**src/rtl/mic1_pkg.sv**
```systemverilog
// mic1_pkg: shared definitions for the MIC-1 controller and datapath.
// Holds ALU opcode constants, B-bus source codes, C-bus write-enable bit
// positions, jam bit positions and shifter codes. No ports.
package mic1_pkg;

  // ALU control word layout {F0,F1,ENA,ENB,INVA,INC}
  localparam int ALU_BIT_INC  = 0;
  localparam int ALU_BIT_INVA = 1;
  localparam int ALU_BIT_ENB  = 2;
  localparam int ALU_BIT_ENA  = 3;

  localparam logic [5:0] ALU_ZERO      = 6'b010000;
  localparam logic [5:0] ALU_ONE       = 6'b110001;
  localparam logic [5:0] ALU_MINUS1    = 6'b110010;
  localparam logic [5:0] ALU_B         = 6'b010100;
  localparam logic [5:0] ALU_A         = 6'b011000;
  localparam logic [5:0] ALU_A_PLUS_B  = 6'b111100;
  localparam logic [5:0] ALU_B_MINUS_A = 6'b111111;
  localparam logic [5:0] ALU_B_DEC     = 6'b110110;
  localparam logic [5:0] ALU_B_INC     = 6'b110101;
  localparam logic [5:0] ALU_A_INC     = 6'b111001;

  // B-bus source codes; 9..15 drive zero
  typedef enum logic [3:0] {
    B_MDR  = 4'd0,
    B_PC   = 4'd1,
    B_MBR  = 4'd2,
    B_MBRU = 4'd3,
    B_SP   = 4'd4,
    B_LV   = 4'd5,
    B_CPP  = 4'd6,
    B_TOS  = 4'd7,
    B_OPC  = 4'd8
  } bsel_e;

  // C-bus write-enable bit positions; also index the register file
  localparam int C_MAR    = 0;
  localparam int C_MDR    = 1;
  localparam int C_PC     = 2;
  localparam int C_SP     = 3;
  localparam int C_LV     = 4;
  localparam int C_CPP    = 5;
  localparam int C_TOS    = 6;
  localparam int C_OPC    = 7;
  localparam int C_H      = 8;
  localparam int NUM_REGS = 9;

  // jam field {JMPC,JAMN,JAMZ}
  localparam int JAM_Z = 0;
  localparam int JAM_N = 1;
  localparam int JAM_C = 2;

  // Shifter codes {SLL8,SRA1}; SLL8 wins when both are set
  typedef enum logic [1:0] {
    SH_NONE     = 2'b00,
    SH_SRA1     = 2'b01,
    SH_SLL8     = 2'b10,
    SH_SLL8_ALT = 2'b11
  } shift_e;

endpackage

```
**src/rtl/mic1_datapath_if.sv**
```systemverilog
// mic1_datapath_if: control word and result bus between the MIC-1
// controller (master) and the execution datapath (slave).
// Signals: next_instruction, alu_opcode, shifter_opcode, c_select,
// b_select, jam, m, mbr (controller -> datapath);
// current_instruction, c_out (datapath -> controller).
interface mic1_datapath_if #(
  parameter int WIDTH = 32
);
  logic [8:0]       next_instruction;
  logic [5:0]       alu_opcode;
  logic [1:0]       shifter_opcode;
  logic [8:0]       c_select;
  logic [3:0]       b_select;
  logic [2:0]       jam;
  logic [2:0]       m;
  logic [7:0]       mbr;
  logic [8:0]       current_instruction;
  logic [WIDTH-1:0] c_out;

  modport master (
    output next_instruction, alu_opcode, shifter_opcode, c_select,
           b_select, jam, m, mbr,
    input  current_instruction, c_out
  );

  modport slave (
    input  next_instruction, alu_opcode, shifter_opcode, c_select,
           b_select, jam, m, mbr,
    output current_instruction, c_out
  );
endinterface

```
**src/rtl/mic1_alu.sv**
```systemverilog
// mic1_alu: combinational MIC-1 ALU followed by the shifter.
// Ports: a_i (H operand), b_i (B-bus operand), alu_opcode_i
// {F0,F1,ENA,ENB,INVA,INC}, shifter_opcode_i {SLL8,SRA1};
// result_o (shifted result), n_o / z_o (flags of the unshifted result).
module mic1_alu
  import mic1_pkg::*;
#(
  parameter int WIDTH = 32
) (
  input  logic [WIDTH-1:0] a_i,
  input  logic [WIDTH-1:0] b_i,
  input  logic [5:0]       alu_opcode_i,
  input  logic [1:0]       shifter_opcode_i,
  output logic [WIDTH-1:0] result_o,
  output logic             n_o,
  output logic             z_o
);

  logic [WIDTH-1:0] aOp;
  logic [WIDTH-1:0] bOp;
  logic [WIDTH-1:0] aluRes;
  logic [WIDTH-1:0] incVal;

  // Operand gating: INVA applies after ENA, so ENA=0,INVA=1 yields all ones
  always_comb begin
    aOp    = alu_opcode_i[ALU_BIT_ENA] ? a_i : '0;
    if (alu_opcode_i[ALU_BIT_INVA]) begin
      aOp = ~aOp;
    end
    bOp    = alu_opcode_i[ALU_BIT_ENB] ? b_i : '0;
    incVal = '0;
    incVal[0] = alu_opcode_i[ALU_BIT_INC];
  end

  always_comb begin
    unique case (alu_opcode_i[5:4])
      2'b00:   aluRes = aOp & bOp;
      2'b01:   aluRes = aOp | bOp;
      2'b10:   aluRes = ~bOp;
      default: aluRes = aOp + bOp + incVal;
    endcase
  end

  assign n_o = aluRes[WIDTH-1];
  assign z_o = (aluRes == '0);

  // SLL8 has priority so code 11 behaves like 10
  always_comb begin
    if (shifter_opcode_i[1]) begin
      result_o = {aluRes[WIDTH-9:0], 8'h00};
    end else if (shifter_opcode_i[0]) begin
      result_o = {aluRes[WIDTH-1], aluRes[WIDTH-1:1]};
    end else begin
      result_o = aluRes;
    end
  end

endmodule

```
**src/rtl/mic1_datapath.sv**
```systemverilog
// mic1_datapath: MIC-1 execution datapath. Register file (H, OPC, TOS,
// CPP, LV, SP, PC, MDR, MAR), B-bus mux, ALU/shifter, C-bus writes and
// the micro-program counter.
// Ports: clock, reset_n (async assert, release synchronised to clock),
// bus (slave side of mic1_datapath_if carrying the control word, mbr,
// c_out and current_instruction).
module mic1_datapath
  import mic1_pkg::*;
#(
  parameter int WIDTH = 32
) (
  input  logic           clock,
  input  logic           reset_n,
  mic1_datapath_if.slave bus
);

  logic [1:0]       rstSync_q;
  logic             rstInt_n;
  logic [WIDTH-1:0] reg_q [NUM_REGS];
  logic [WIDTH-1:0] reg_d [NUM_REGS];
  logic [WIDTH-1:0] cOut_q;
  logic [8:0]       mpc_q;
  logic [8:0]       mpc_d;
  logic [WIDTH-1:0] bBus;
  logic [WIDTH-1:0] shiftOut;
  logic             flagN;
  logic             flagZ;

  // Reset asserts immediately but releases only after two rising edges,
  // so no register leaves reset on a partial clock.
  always_ff @(posedge clock or negedge reset_n) begin
    if (!reset_n) begin
      rstSync_q <= 2'b00;
    end else begin
      rstSync_q <= {rstSync_q[0], 1'b1};
    end
  end

  assign rstInt_n = rstSync_q[1];

  // MAR is write-only, so it never appears on B
  always_comb begin
    unique case (bus.b_select)
      B_MDR:   bBus = reg_q[C_MDR];
      B_PC:    bBus = reg_q[C_PC];
      B_MBR:   bBus = {{(WIDTH-8){bus.mbr[7]}}, bus.mbr};
      B_MBRU:  bBus = {{(WIDTH-8){1'b0}}, bus.mbr};
      B_SP:    bBus = reg_q[C_SP];
      B_LV:    bBus = reg_q[C_LV];
      B_CPP:   bBus = reg_q[C_CPP];
      B_TOS:   bBus = reg_q[C_TOS];
      B_OPC:   bBus = reg_q[C_OPC];
      default: bBus = '0;
    endcase
  end

  mic1_alu #(
    .WIDTH(WIDTH)
  ) u_alu (
    .a_i              (reg_q[C_H]),
    .b_i              (bBus),
    .alu_opcode_i     (bus.alu_opcode),
    .shifter_opcode_i (bus.shifter_opcode),
    .result_o         (shiftOut),
    .n_o              (flagN),
    .z_o              (flagZ)
  );

  // Any number of destinations may be written from one C-bus value
  always_comb begin
    for (int i = 0; i < NUM_REGS; i++) begin
      reg_d[i] = bus.c_select[i] ? shiftOut : reg_q[i];
    end
  end

  always_comb begin
    mpc_d    = bus.next_instruction;
    mpc_d[8] = bus.next_instruction[8]
             | (bus.jam[JAM_N] & flagN)
             | (bus.jam[JAM_Z] & flagZ);
    if (bus.jam[JAM_C]) begin
      mpc_d[7:0] = bus.next_instruction[7:0] | bus.mbr;
    end
  end

  always_ff @(posedge clock or negedge rstInt_n) begin
    if (!rstInt_n) begin
      for (int i = 0; i < NUM_REGS; i++) begin
        reg_q[i] <= '0;
      end
      cOut_q <= '0;
      mpc_q  <= '0;
    end else begin
      for (int i = 0; i < NUM_REGS; i++) begin
        reg_q[i] <= reg_d[i];
      end
      cOut_q <= shiftOut;
      mpc_q  <= mpc_d;
    end
  end

  assign bus.c_out               = cOut_q;
  assign bus.current_instruction = mpc_q;

endmodule

```
**src/flat_wrapper.sv**
```systemverilog
// flat-port wrapper written by rule: the top's interface ports become plain ports
module mic1_datapath_flat import mic1_pkg::*;
#(
  parameter int WIDTH = 32
)
  (clock, reset_n, bus_next_instruction, bus_alu_opcode, bus_shifter_opcode, bus_c_select, bus_b_select, bus_jam, bus_m, bus_mbr, bus_current_instruction, bus_c_out);
  mic1_datapath_if #(.WIDTH(WIDTH)) bus_i ();
  input  logic clock;
  input  logic reset_n;
  input wire logic [$bits(bus_i.next_instruction)-1:0] bus_next_instruction;
  input wire logic [$bits(bus_i.alu_opcode)-1:0] bus_alu_opcode;
  input wire logic [$bits(bus_i.shifter_opcode)-1:0] bus_shifter_opcode;
  input wire logic [$bits(bus_i.c_select)-1:0] bus_c_select;
  input wire logic [$bits(bus_i.b_select)-1:0] bus_b_select;
  input wire logic [$bits(bus_i.jam)-1:0] bus_jam;
  input wire logic [$bits(bus_i.m)-1:0] bus_m;
  input wire logic [$bits(bus_i.mbr)-1:0] bus_mbr;
  output wire logic [$bits(bus_i.current_instruction)-1:0] bus_current_instruction;
  output wire logic [$bits(bus_i.c_out)-1:0] bus_c_out;
  assign bus_i.next_instruction = bus_next_instruction;
  assign bus_i.alu_opcode = bus_alu_opcode;
  assign bus_i.shifter_opcode = bus_shifter_opcode;
  assign bus_i.c_select = bus_c_select;
  assign bus_i.b_select = bus_b_select;
  assign bus_i.jam = bus_jam;
  assign bus_i.m = bus_m;
  assign bus_i.mbr = bus_mbr;
  assign bus_current_instruction = bus_i.current_instruction;
  assign bus_c_out = bus_i.c_out;
  mic1_datapath #(.WIDTH(WIDTH)) u_core (.clock(clock), .reset_n(reset_n), .bus(bus_i));
endmodule
```
**config.mk**
```make
export PLATFORM = sky130hd
export DESIGN_NAME = mic1_datapath_flat
export DESIGN_NICKNAME = d
export VERILOG_FILES = /design/src/rtl/mic1_pkg.sv /design/src/rtl/mic1_datapath_if.sv /design/src/rtl/mic1_alu.sv /design/src/rtl/mic1_datapath.sv /design/src/flat_wrapper.sv
export SDC_FILE = /design/constraint.sdc
export NUM_CORES = 1
export LEC_CHECK = 0
export BUFFER_PORTS_ARGS = -buffer_cell sky130_fd_sc_hd__buf_2
export CORE_ASPECT_RATIO = 0.75
export CORE_MARGIN = 2
export CORE_UTILIZATION = 35
export DETAILED_ROUTE_END_ITERATION = 6
export PLACE_DENSITY = 0.54
export SYNTH_ARGS = -nofsm -noshare
export SYNTH_HDL_FRONTEND = slang
export SYNTH_HIERARCHICAL = 1
export SYNTH_SLANG_ARGS = --single-unit
export TNS_END_PERCENT = 1
```
**constraint.sdc**
```tcl
create_clock -name clock -period 22.8 [get_ports clock]
set_input_delay 4.56 -clock clock [delete_from_list [all_inputs] [get_ports clock]]
set_output_delay 4.56 -clock clock [all_outputs]
set_load 0.05 [all_outputs]
```
==> impl_results.md, run 1 <==
- Setup Total Neg Slack: 0 ns
- Final hold viol count: 0
- # diodes: 0
- Number of setup violations in the final report: 0
- WP buf/inv: 3
- Antenna violations before repair: 0
- Worst r2r path cells: 18
- Post-Syn Area: 0.0172 sq mm
- GRT overflow: 0
- Reg-to-Reg End: u_core/bus.current_instruction[8]
- Via count: 12900
- Crit path DAT: 10.63 ns
- Worst vdd ir: 0.0555 mV
- CTS tree: yes
- RSZ-0062 raised after global routing: false
- Vias in the first global route: 12600
- First-pass GRT wire length: 77400 microns
- CTS Hold Buffers Added: 0
- Met3 WL: 2640 microns
- Largest net degree at the start of global routing: 185
- Max Slew Vio Count: 0
- Worst Setup Start Kind: input pin
- IO Port Bufs: 82
- CP Cell Sequence: buf_2, buf_4, or2_1, o22a_1, o221ai_1, nand2_1, inv_1, ha_1, a21oi_1, o21ai_0, a311oi_1, o31ai_1, a41oi_2, o21ai_0, xor2_1, a211oi_1, mux2_2, mux2i_1, mux2_2
- Final weighted congestion in routability-driven placement: 0.871
- Num ports: 87
- Leak Pwr: 8.50 nW
- Fmax: 98.0 MHz
- Setup Fix Bufs, Post-CTS: 0
- Top post-synthesis cells by area: dfrtp_1, mux2_2, ha_1
- Rel. slew slack: 17.3%
- Post-synth top cells: dfrtp_1, mux2_2, nand2_1
- Cell with the most instances after synthesis: dfrtp_1
- Syn Nets: 1726
- Clock transition at the registers of the reported paths: 0.06 ns
- Routed length per placed instance: 21.5 microns
- Status: finished, final reports clean
- Place WS: 12.15 ns
- Post-synthesis async set-or-reset flop share: 100%
- Reg2reg start: u_core/reg_q[128]
- Post-synth top area share: 43.4%
- Number of library cell types mapped by synthesis: 81
- Leading area contributor after synthesis: dfrtp_1
- Nets: 1748
- Layout cells sized above 1: 25.8%
- Initial cell density of the core: 35.4%
- Post-route clock period utilization: 44.8%
- Pwr/cell area: 89.8 mW/mm^2
- DRT antenna net count: 0
- Via density: 5.59
- DRT iter0 DRCs: 1126
- Clock Latency Late Sink: 0.51 ns
- YS warnings: 6
- R2r setup slk: 17.29 ns
- Core area: 0.0487 sq mm
- # DRC: 0
- Final worst setup slack: 12.59 ns
- Total wire length: 49700 microns
- Post-CTS Resized: 0
- Clock Sinks: 299
- Max layer used: met4
- Synth-to-layout area growth: 11.8%
- Slowest cell on the critical path: or2_1
- Sequential fraction of the synthesis area: 43.4%
- Total die area: 0.0511 sq mm
- Max incr delay on CP: 0.95 ns
- Worst-Margin Slew: 1.23 ns
- Metal1 wirelength: 25100 microns
- Mapped Avg Cell Area: 10.7 sq um
- Pre-antenna DRT Iters: 5
- Max_cap viols: 0
- Clk_skew: 0.0237 ns
- DP Wirelength: 33000 microns
- Critical Path Fanout Max: 37
- Setup crit end kind: flop
- Max H-tree Level: 2
- Tot Pwr: 0.00173 W
- Yosys reg bits: 299
- Routed wl met2: 21300 microns
- Worst hold path class: reg2async
- Min cycle time layout: 10.21 ns
- GRT Overall Usage: 19.4%
- Max Buffers Root-to-Sink: 3
- EDFF count, synth: 0
- Clock Root Buffer: clkbuf_16
- Num CTS Buffers: 34
- DIE WIDTH: 260 microns
- CP Data Required Time: 23.23 ns
- Class of the most critical setup path: in2reg
- Synthesized instance count: 1613
- Die Y: 196 microns
- CP top delay family: compound AO/OA/AOI/OAI gates
- Top FF cell, synth: dfrtp_1
- Row cnt: 70
## through the flow
step | instance area (sq um) | cells | hold slack, ns | util (%)
floorplan | 17200 | 1613 | 0.331 | -
global placement | 18100 | 2247 | 0.293 | 37.2
detailed placement | 18100 | 2247 | 0.297 | 37.2
CTS | 19300 | 2308 | 0.303 | 39.6
global route | 19300 | 2308 | 0.331 | 39.6
finish | 19300 | 2308 | 0.284 | 39.6
## sequential cells by signal, indices dropped and copies added (netlist names)
| register | count |
|---|---|
| u_core/rstSync_q | 2 |
| u_core/bus.c_out | 32 |
| u_core/reg_q | 256 |
| u_core/bus.current_instruction | 9 |
## worst reg2reg max path, delay by kind of cell (launching register included)
kind	cells	cell delay (ns)
AO/OA/AOI/OAI	8	2.74
flip-flops	1	0.38
XOR/XNOR	1	0.16
buffers and inverters	1	0.07
AND/OR/NAND/NOR	6	1.43
adder cells (fa/ha/maj)	2	0.65
## cell type report
type / instances / area, sq um
fill: 4820 / 29400
multi-input combinational: 1117 / 8930
sequential: 299 / 7490
clock buffer: 50 / 1020
tap: 648 / 811
timing repair buffer: 107 / 611
inverter: 76 / 285
clock inverter: 11 / 134
## logic make-up (layout without fill, tap and decap cells)
family,Yosys count,count (layout),synth area share [%]
and+or+nand+nor,284,284,7.58
other,1,1,0.0217
AOI/OAI and AO/OA,405,405,16.5
DFF,299,299,43.4
xor gates and xnor gates,56,56,2.84
adders and majority gates,67,67,4.95
muxes,304,304,19.8
buffers and inverters,197,244,4.83
## power breakdown
group / switching (W) / total (W) / leakage, nW / internal, W
sequential: 0.0000507 / 0.000687 / 3.56 / 0.000636
combinational: 0.000292 / 0.000485 / 4.37 / 0.000193
clock: 0.000215 / 0.000559 / 0.577 / 0.000345
## per-layer routing
layer | track usage [%] | up-vias
li1 | - | 5871
met2 | 28.5 | 349
met5 | 0 | -
met4 | 3.47 | 0
met1 | 30.5 | 6621
met3 | 2.44 | 58
## cell usage in the layout (no fill, tap or decap), drive strengths merged, types with 5 or more instances in the layout
cell	count
a211o	5
a211oi	27
a21o	22
a21oi	101
a221o	9
a22o	9
a22oi	62
a31oi	5
a41oi	5
and2	8
and3	8
buf	107
clkbuf	50
clkinv	8
dfrtp	299
ha	65
inv	76
mux2	263
mux2i	37
nand2	122
nand2b	11
nand3	16
nand3b	13
nand4	6
nor2	71
nor2b	5
nor3	6
o21a	10
o21ai	50
o221ai	27
o22a	24
o22ai	15
or2	5
xnor2	44
xor2	12
## how the worst max path moves through the flow
| stage | slack (ns) | endpoint | startpoint | cells past startpoint |
|---|---|---|---|---|
| 4_1_cts | 12.65 | u_core/bus.current_instruction[8] | bus_b_select[0] | 21 |
| 6_report | 12.59 | u_core/reg_q[28] | bus_b_select[0] | 19 |
| 5_1_grt | 12.29 | u_core/reg_q[28] | bus_b_select[0] | 19 |
| 3_3_place_gp | 12.20 | u_core/bus.current_instruction[8] | bus_b_select[0] | 21 |
| 2_1_floorplan | 13.85 | u_core/bus.c_out[0] | u_core/rstSync_q[1] | 0 |
| 3_5_place_dp | 12.15 | u_core/bus.current_instruction[8] | bus_b_select[0] | 21 |
No activity file was read; power rests on OpenSTA's default activity.
==> inputs of run 2 (changes only) <==
Settings changed: ABC_AREA set to 1.
Clock period 22.8 ns to 10 ns, I/O delays scaled along.
==> run 2 against run 1 <==
  * Core utilization decreased by 0.35 points
  * Sequential power increased by 130%
  * Power increased by 120%
  * Critical path depth increased by 6
  * Hold slack improved by 0.070 ns
  * Sequential share of layout area decreased by 1.6 points
  * Non-clock buffer count decreased by 6
  * Synthesized area increased by 4.8%
  * Critical path type unchanged
  * Critical endpoint is now u_core/reg_q[16]
==> impl_results.md, run 2 <==
- Compound-gate portion of the synthesized area: 5.03%
- Core area: 0.0513 sq mm
- Total wire length: 53200 microns
- Clk_skew: 0.0257 ns
- Synth-to-layout area growth: 11.3%
- Post-route clock period utilization: 68.5%
- Number of library cell types mapped by synthesis: 44
- Final hold viol count: 0
- Largest register FFs: 256
- CTS Hold Buffers Added: 0
- Cell with the most instances after synthesis: nand2_1
- Worst vdd ir: 0.142 mV
- Synthesized instance count: 2148
- Via count: 14800
- Antenna violations before repair: 1
- GRT overflow: 0
- Status: finished, final reports clean
- DRT antenna net count: 0
- Leak Pwr: 10.3 nW
- Syn Nets: 2261
- Yosys reg bits: 299
- Hold Slack: 0.354 ns
- Crit path DAT: 7.23 ns
- Via density: 5.18
- Clock Sinks: 299
- Post-synth top cells: nand2_1, dfrtp_1, nand3_1
- Worst-Margin Slew: 1.32 ns
- Rel. slew slack: 11.4%
- Commonest non-fill, non-tap cells in the layout: nand2_1, dfrtp_1, nand3_1
- Top post-synthesis cells by area: dfrtp_1, mux2_2, nand2_1
- Num CTS Buffers: 34
- DRT iter0 DRCs: 1144
- Fmax: 146 MHz
- Num ports: 87
- EDFF count, synth: 0
- Top FF cell, synth: dfrtp_1
- Pwr/cell area: 192 mW/mm^2
- First-pass GRT wire length: 83100 microns
- Largest family of logic cells by synthesized area: simple AND/OR/NAND/NOR gates
- Post-CTS Resized: 0
- Max_cap viols: 0
- Max H-tree Level: 2
- Layout cells sized above 1: 20.0%
- Post-Syn Area: 0.0181 sq mm
- DIE WIDTH: 266 microns
- Post-synthesis adder-cell area fraction: 4.72%
- Class of the most critical setup path: in2reg
- Max Buffers Root-to-Sink: 3
- IO Port Bufs: 82
- # DRC: 0
- Setup Fix Bufs, Post-CTS: 0
- RSZ-0062 raised after global routing: false
- Most common cell after layout, fill and taps aside: nand2_1
- Post-synth top area share: 41.4%
- Worst hold path class: reg2reg
- Nets: 2287
- Setup crit end kind: flop
- Multiplexer share of the synthesized area: 16.0%
- CTS tree: yes
- Worst Setup Start Kind: input pin
- Initial cell density of the core: 35.2%
- Post-synthesis xor/xnor area fraction: 1.70%
- YS warnings: 6
- CP Data Required Time: 10.38 ns
- Row cnt: 72
- Critical Path Fanout Max: 33
- Clock Root Buffer: clkbuf_16
- Die Y: 201 microns
- # diodes: 0
- Vias in the first global route: 14400
- Leading area contributor after synthesis: dfrtp_1
- Sequential fraction of the synthesis area: 41.4%
- Largest reg by FF count: u_core/reg_q
- Post-synthesis async set-or-reset flop share: 100%
- Setup Total Neg Slack: 0 ns
- Simple-gate area share of the yosys netlist: 23.9%
- Number of setup violations in the final report: 0
- Pre-antenna DRT Iters: 5
- Clock transition at the registers of the reported paths: 0.06 ns
- DP Wirelength: 35600 microns
- Min cycle time layout: 6.85 ns
- Largest net degree at the start of global routing: 97
- Max Slew Vio Count: 0
- Routed length per placed instance: 18.6 microns
- Final weighted congestion in routability-driven placement: 0.895
- GRT Overall Usage: 19.8%
- Clock Latency Late Sink: 0.52 ns
- Mapped Avg Cell Area: 8.41 sq um
- Total die area: 0.0535 sq mm
## run 2: layout make-up
class	instances	area, sq um
fill	5170	31100
multi-input combinational	1527	9290
sequential	299	7490
clock buffer	48	1000
tap	666	833
inverter	211	795
timing repair buffer	101	553
clock inverter	10	151
## run 2: logic make-up after synthesis
group | Yosys count
simple gates | 1019
flops | 299
buf+inv | 322
mux | 256
compound gates | 149
xor+xnor | 35
fa+ha+maj | 67
other cells | 1
## run 2: power by group
| group | total (W) | internal, W | switching, W |
|---|---|---|---|
| Clock | 0.00127 | 0.000779 | 0.000490 |
| Combinational | 0.00104 | 0.000369 | 0.000675 |
| Sequential | 0.00156 | 0.00144 | 0.000114 |
## run 2: worst max-delay path, cell delays in order
cell and delay, ns:
buf_2 0.29, inv_2 0.06, nor2_2 0.07, buf_4 0.43
nand3_1 0.66, buf_4 0.44, nand2_1 0.09, nor2_1 0.04
nand2_1 0.15, nand2_1 0.14, inv_1 0.10, ha_1 0.30
nand2_1 0.10, nand2_1 0.11, a21oi_2 0.21, o21bai_1 0.10
inv_1 0.07, nand2_1 0.05, nand2_1 0.05, nand2_1 0.08
a21oi_1 0.41, nand2_1 0.09, o211ai_1 0.11, o21ai_0 0.51
mux2_2 0.51
## run 2: path summary, 6_finish.rpt
kind	start	endpoint	slack (ns)	cells past startpoint
worst max-delay path	bus_b_select[1]	u_core/reg_q[16]	3.15	25
worst min-delay path	u_core/rstSync_q[0]	u_core/rstSync_q[1]	0.35	0
worst max register to register	u_core/reg_q[224]	u_core/reg_q[16]	5.68	20
worst min register to register	u_core/rstSync_q[0]	u_core/rstSync_q[1]	0.35	0
max in group asynchronous	u_core/rstSync_q[1]	u_core/reg_q[26]	7.11	2
min in group asynchronous	u_core/rstSync_q[1]	u_core/reg_q[160]	0.42	0
## run 2: metal layers
metal	GRT usage, %	routed length [microns]	share of wire, %
met5	0	0	0
met4	3.51	699	1.3
met3	2.22	2690	5.0
met2	29.4	22700	43
met1	31.1	27100	51
## run 2: stage by stage
step,setup slack (ns),area [sq um],util [%],cells,total power [W]
2_1_floorplan,1.05,18100,-,2148,0.00230
3_3_place_gp,2.79,19000,37.0,2804,0.00258
3_5_place_dp,2.70,19000,37.0,2804,0.00261
4_1_cts,3.23,20100,39.2,2862,0.00390
5_1_grt,2.81,20100,39.2,2862,0.00409
6_report,3.15,20100,39.2,2862,0.00387
==> inputs of run 3 (changes only) <==
Settings changed: PLACE_DENSITY 0.54 to 0.56.
Clock period 10 ns to 5.7 ns, I/O delays scaled along.
==> run 3 against run 2 <==
  * Non-clock buffer count increased by 22
  * Wire length decreased by 0.95%
  * Sequential share of layout area shrank 0.41 points
  * Via count up 0.90%
  * Critical path type unchanged
  * Largest power group unchanged
==> impl_results.md, run 3 (synthesis gave the netlist of run 2 again) <==
- Worst hold path class: reg2reg
- Max Slew Vio Count: 0
- CP Data Required Time: 6.15 ns
- Largest net degree at the start of global routing: 165
- Nets: 2310
- Synth-to-layout area growth: 12.6%
- Most frequent CP cell: nand2_1
- Total wire length: 52700 microns
- Worst-Margin Slew: 1.29 ns
- Rel. slew slack: 13.4%
- Min cycle time layout: 4.90 ns
- Clock Sinks: 299
- Via count: 15000
- Slowest cell on the critical path: o21ai_0
- Largest register FFs: 256
- Most common cell after layout, fill and taps aside: nand2_1
- Final worst setup slack: 0.799 ns
- Clock Root Buffer: clkbuf_16
- Crit path DAT: 5.35 ns
- Antenna violations before repair: 1
- Num CTS Buffers: 35
- Reg2reg start: u_core/reg_q[192]
- Pre-antenna DRT Iters: 5
- Beginning of the critical path: bus_b_select[1]
- Routed length per placed instance: 18.2 microns
- IO Port Bufs: 82
- GRT overflow: 0
- CTS Hold Buffers Added: 0
- DRT antenna net count: 0
- Status: finished, final reports clean
- Setup Fix Bufs, Post-CTS: 0
- Max H-tree Level: 2
- Final hold viol count: 0
- Layout cells sized above 1: 21.0%
- HP Start: u_core/rstSync_q[0]
- Non-filler instance count after layout: 2891
- Max_cap viols: 0
- DIE WIDTH: 266 microns
- First-pass GRT wire length: 83100 microns
- Worst vdd ir: 0.314 mV
- Max Buffers Root-to-Sink: 3
- DRT iter0 DRCs: 1389
- Fillers: 5069
- Post-route clock period utilization: 86.0%
- Commonest non-fill, non-tap cells in the layout: nand2_1, dfrtp_1, nand3_1
- Setup Total Neg Slack: 0 ns
- Vias in the first global route: 14500
- Total die area: 0.0535 sq mm
- Initial cell density of the core: 35.2%
- Final weighted congestion in routability-driven placement: 0.887
- Via density: 5.18
- DP Wirelength: 35800 microns
- Clk_skew: 0.0200 ns
- Die Y: 201 microns
- Post-CTS Resized: 0
- Placed cell count: 2826
- Largest reg by FF count: u_core/reg_q
- Row cnt: 72
- RSZ-0062 raised after global routing: false
- Clock transition at the registers of the reported paths: 0.05 ns
- # DRC: 0
- Critical Path Fanout Max: 31
- Worst Setup Start Kind: input pin
- Pwr/cell area: 335 mW/mm^2
- Setup crit end kind: flop
- Class of the most critical setup path: in2reg
- Footprint of the multi-input gates: 0.00929 sq mm
- GRT Overall Usage: 19.7%
- Reg area: 0.00749 sq mm
- Hold Slack: 0.359 ns
- Fmax: 204 MHz
- Max incr delay on CP: 0.98 ns
- Core area: 0.0513 sq mm
- Leak Pwr: 10.4 nW
- CTS tree: yes
- Place WS: 0.437 ns
- Num ports: 87
- Number of setup violations in the final report: 0
- Clock Latency Late Sink: 0.53 ns
==> run 3: worst max-delay path: cells and delay by family <==
family,cells,cell delay [ns]
and+or+nand+nor,15,1.53
adders and majority gates,1,0.29
AOI/OAI and AO/OA,2,1.08
muxes,1,0.32
buffers and inverters,6,0.98
==> run 3: area by class of cell <==
cell class,count,area share [%]
clock buffers,51,5.20
flip-flops and latches,299,36.8
inverters,211,3.91
repair buffers,123,3.72
diodes,1,0.0123
well taps,666,4.10
multi-input cells,1527,45.7
clock inverters,13,0.566
==> run 3: worst paths after layout <==
kind                                        to  slack (ns)  depth (start not counted)
hold reg to reg            u_core/rstSync_q[1]        0.36                          0
hold / removal             u_core/rstSync_q[1]        0.36                          0
setup / recovery             u_core/reg_q[255]        0.80                         25
min in group asynchronous  u_core/rstSync_q[1]        0.39                          1
setup reg to reg             u_core/reg_q[221]        1.70                         23
max in group asynchronous      u_core/reg_q[1]        3.81                          1
==> run 3: stage by stage <==
| step | instance area, sq um | power, W | utilization [%] |
|---|---|---|---|
| final | 20300 | 0.00682 | 39.7 |
| after global routing | 20300 | 0.00720 | 39.7 |
| after CTS | 20300 | 0.00686 | 39.7 |
| after detailed placement | 19200 | 0.00461 | 37.4 |
| after global placement | 19200 | 0.00455 | 37.4 |
| after floorplan | 18100 | 0.00404 | - |
==> run 3: metal layers <==
metal  global-route usage, %  wire (microns)  share of wire [%]
met5                       0               0                  0
met3                    3.45            3660                6.9
met2                    29.4           22600                 43
met4                    3.77             711                1.3
met1                    29.9           25800                 49
==> run 3: power breakdown <==
| part | internal, W | switching [W] |
|---|---|---|
| clock | 0.00134 | 0.000880 |
| sequential | 0.00253 | 0.000201 |
| combinational | 0.000673 | 0.00119 |
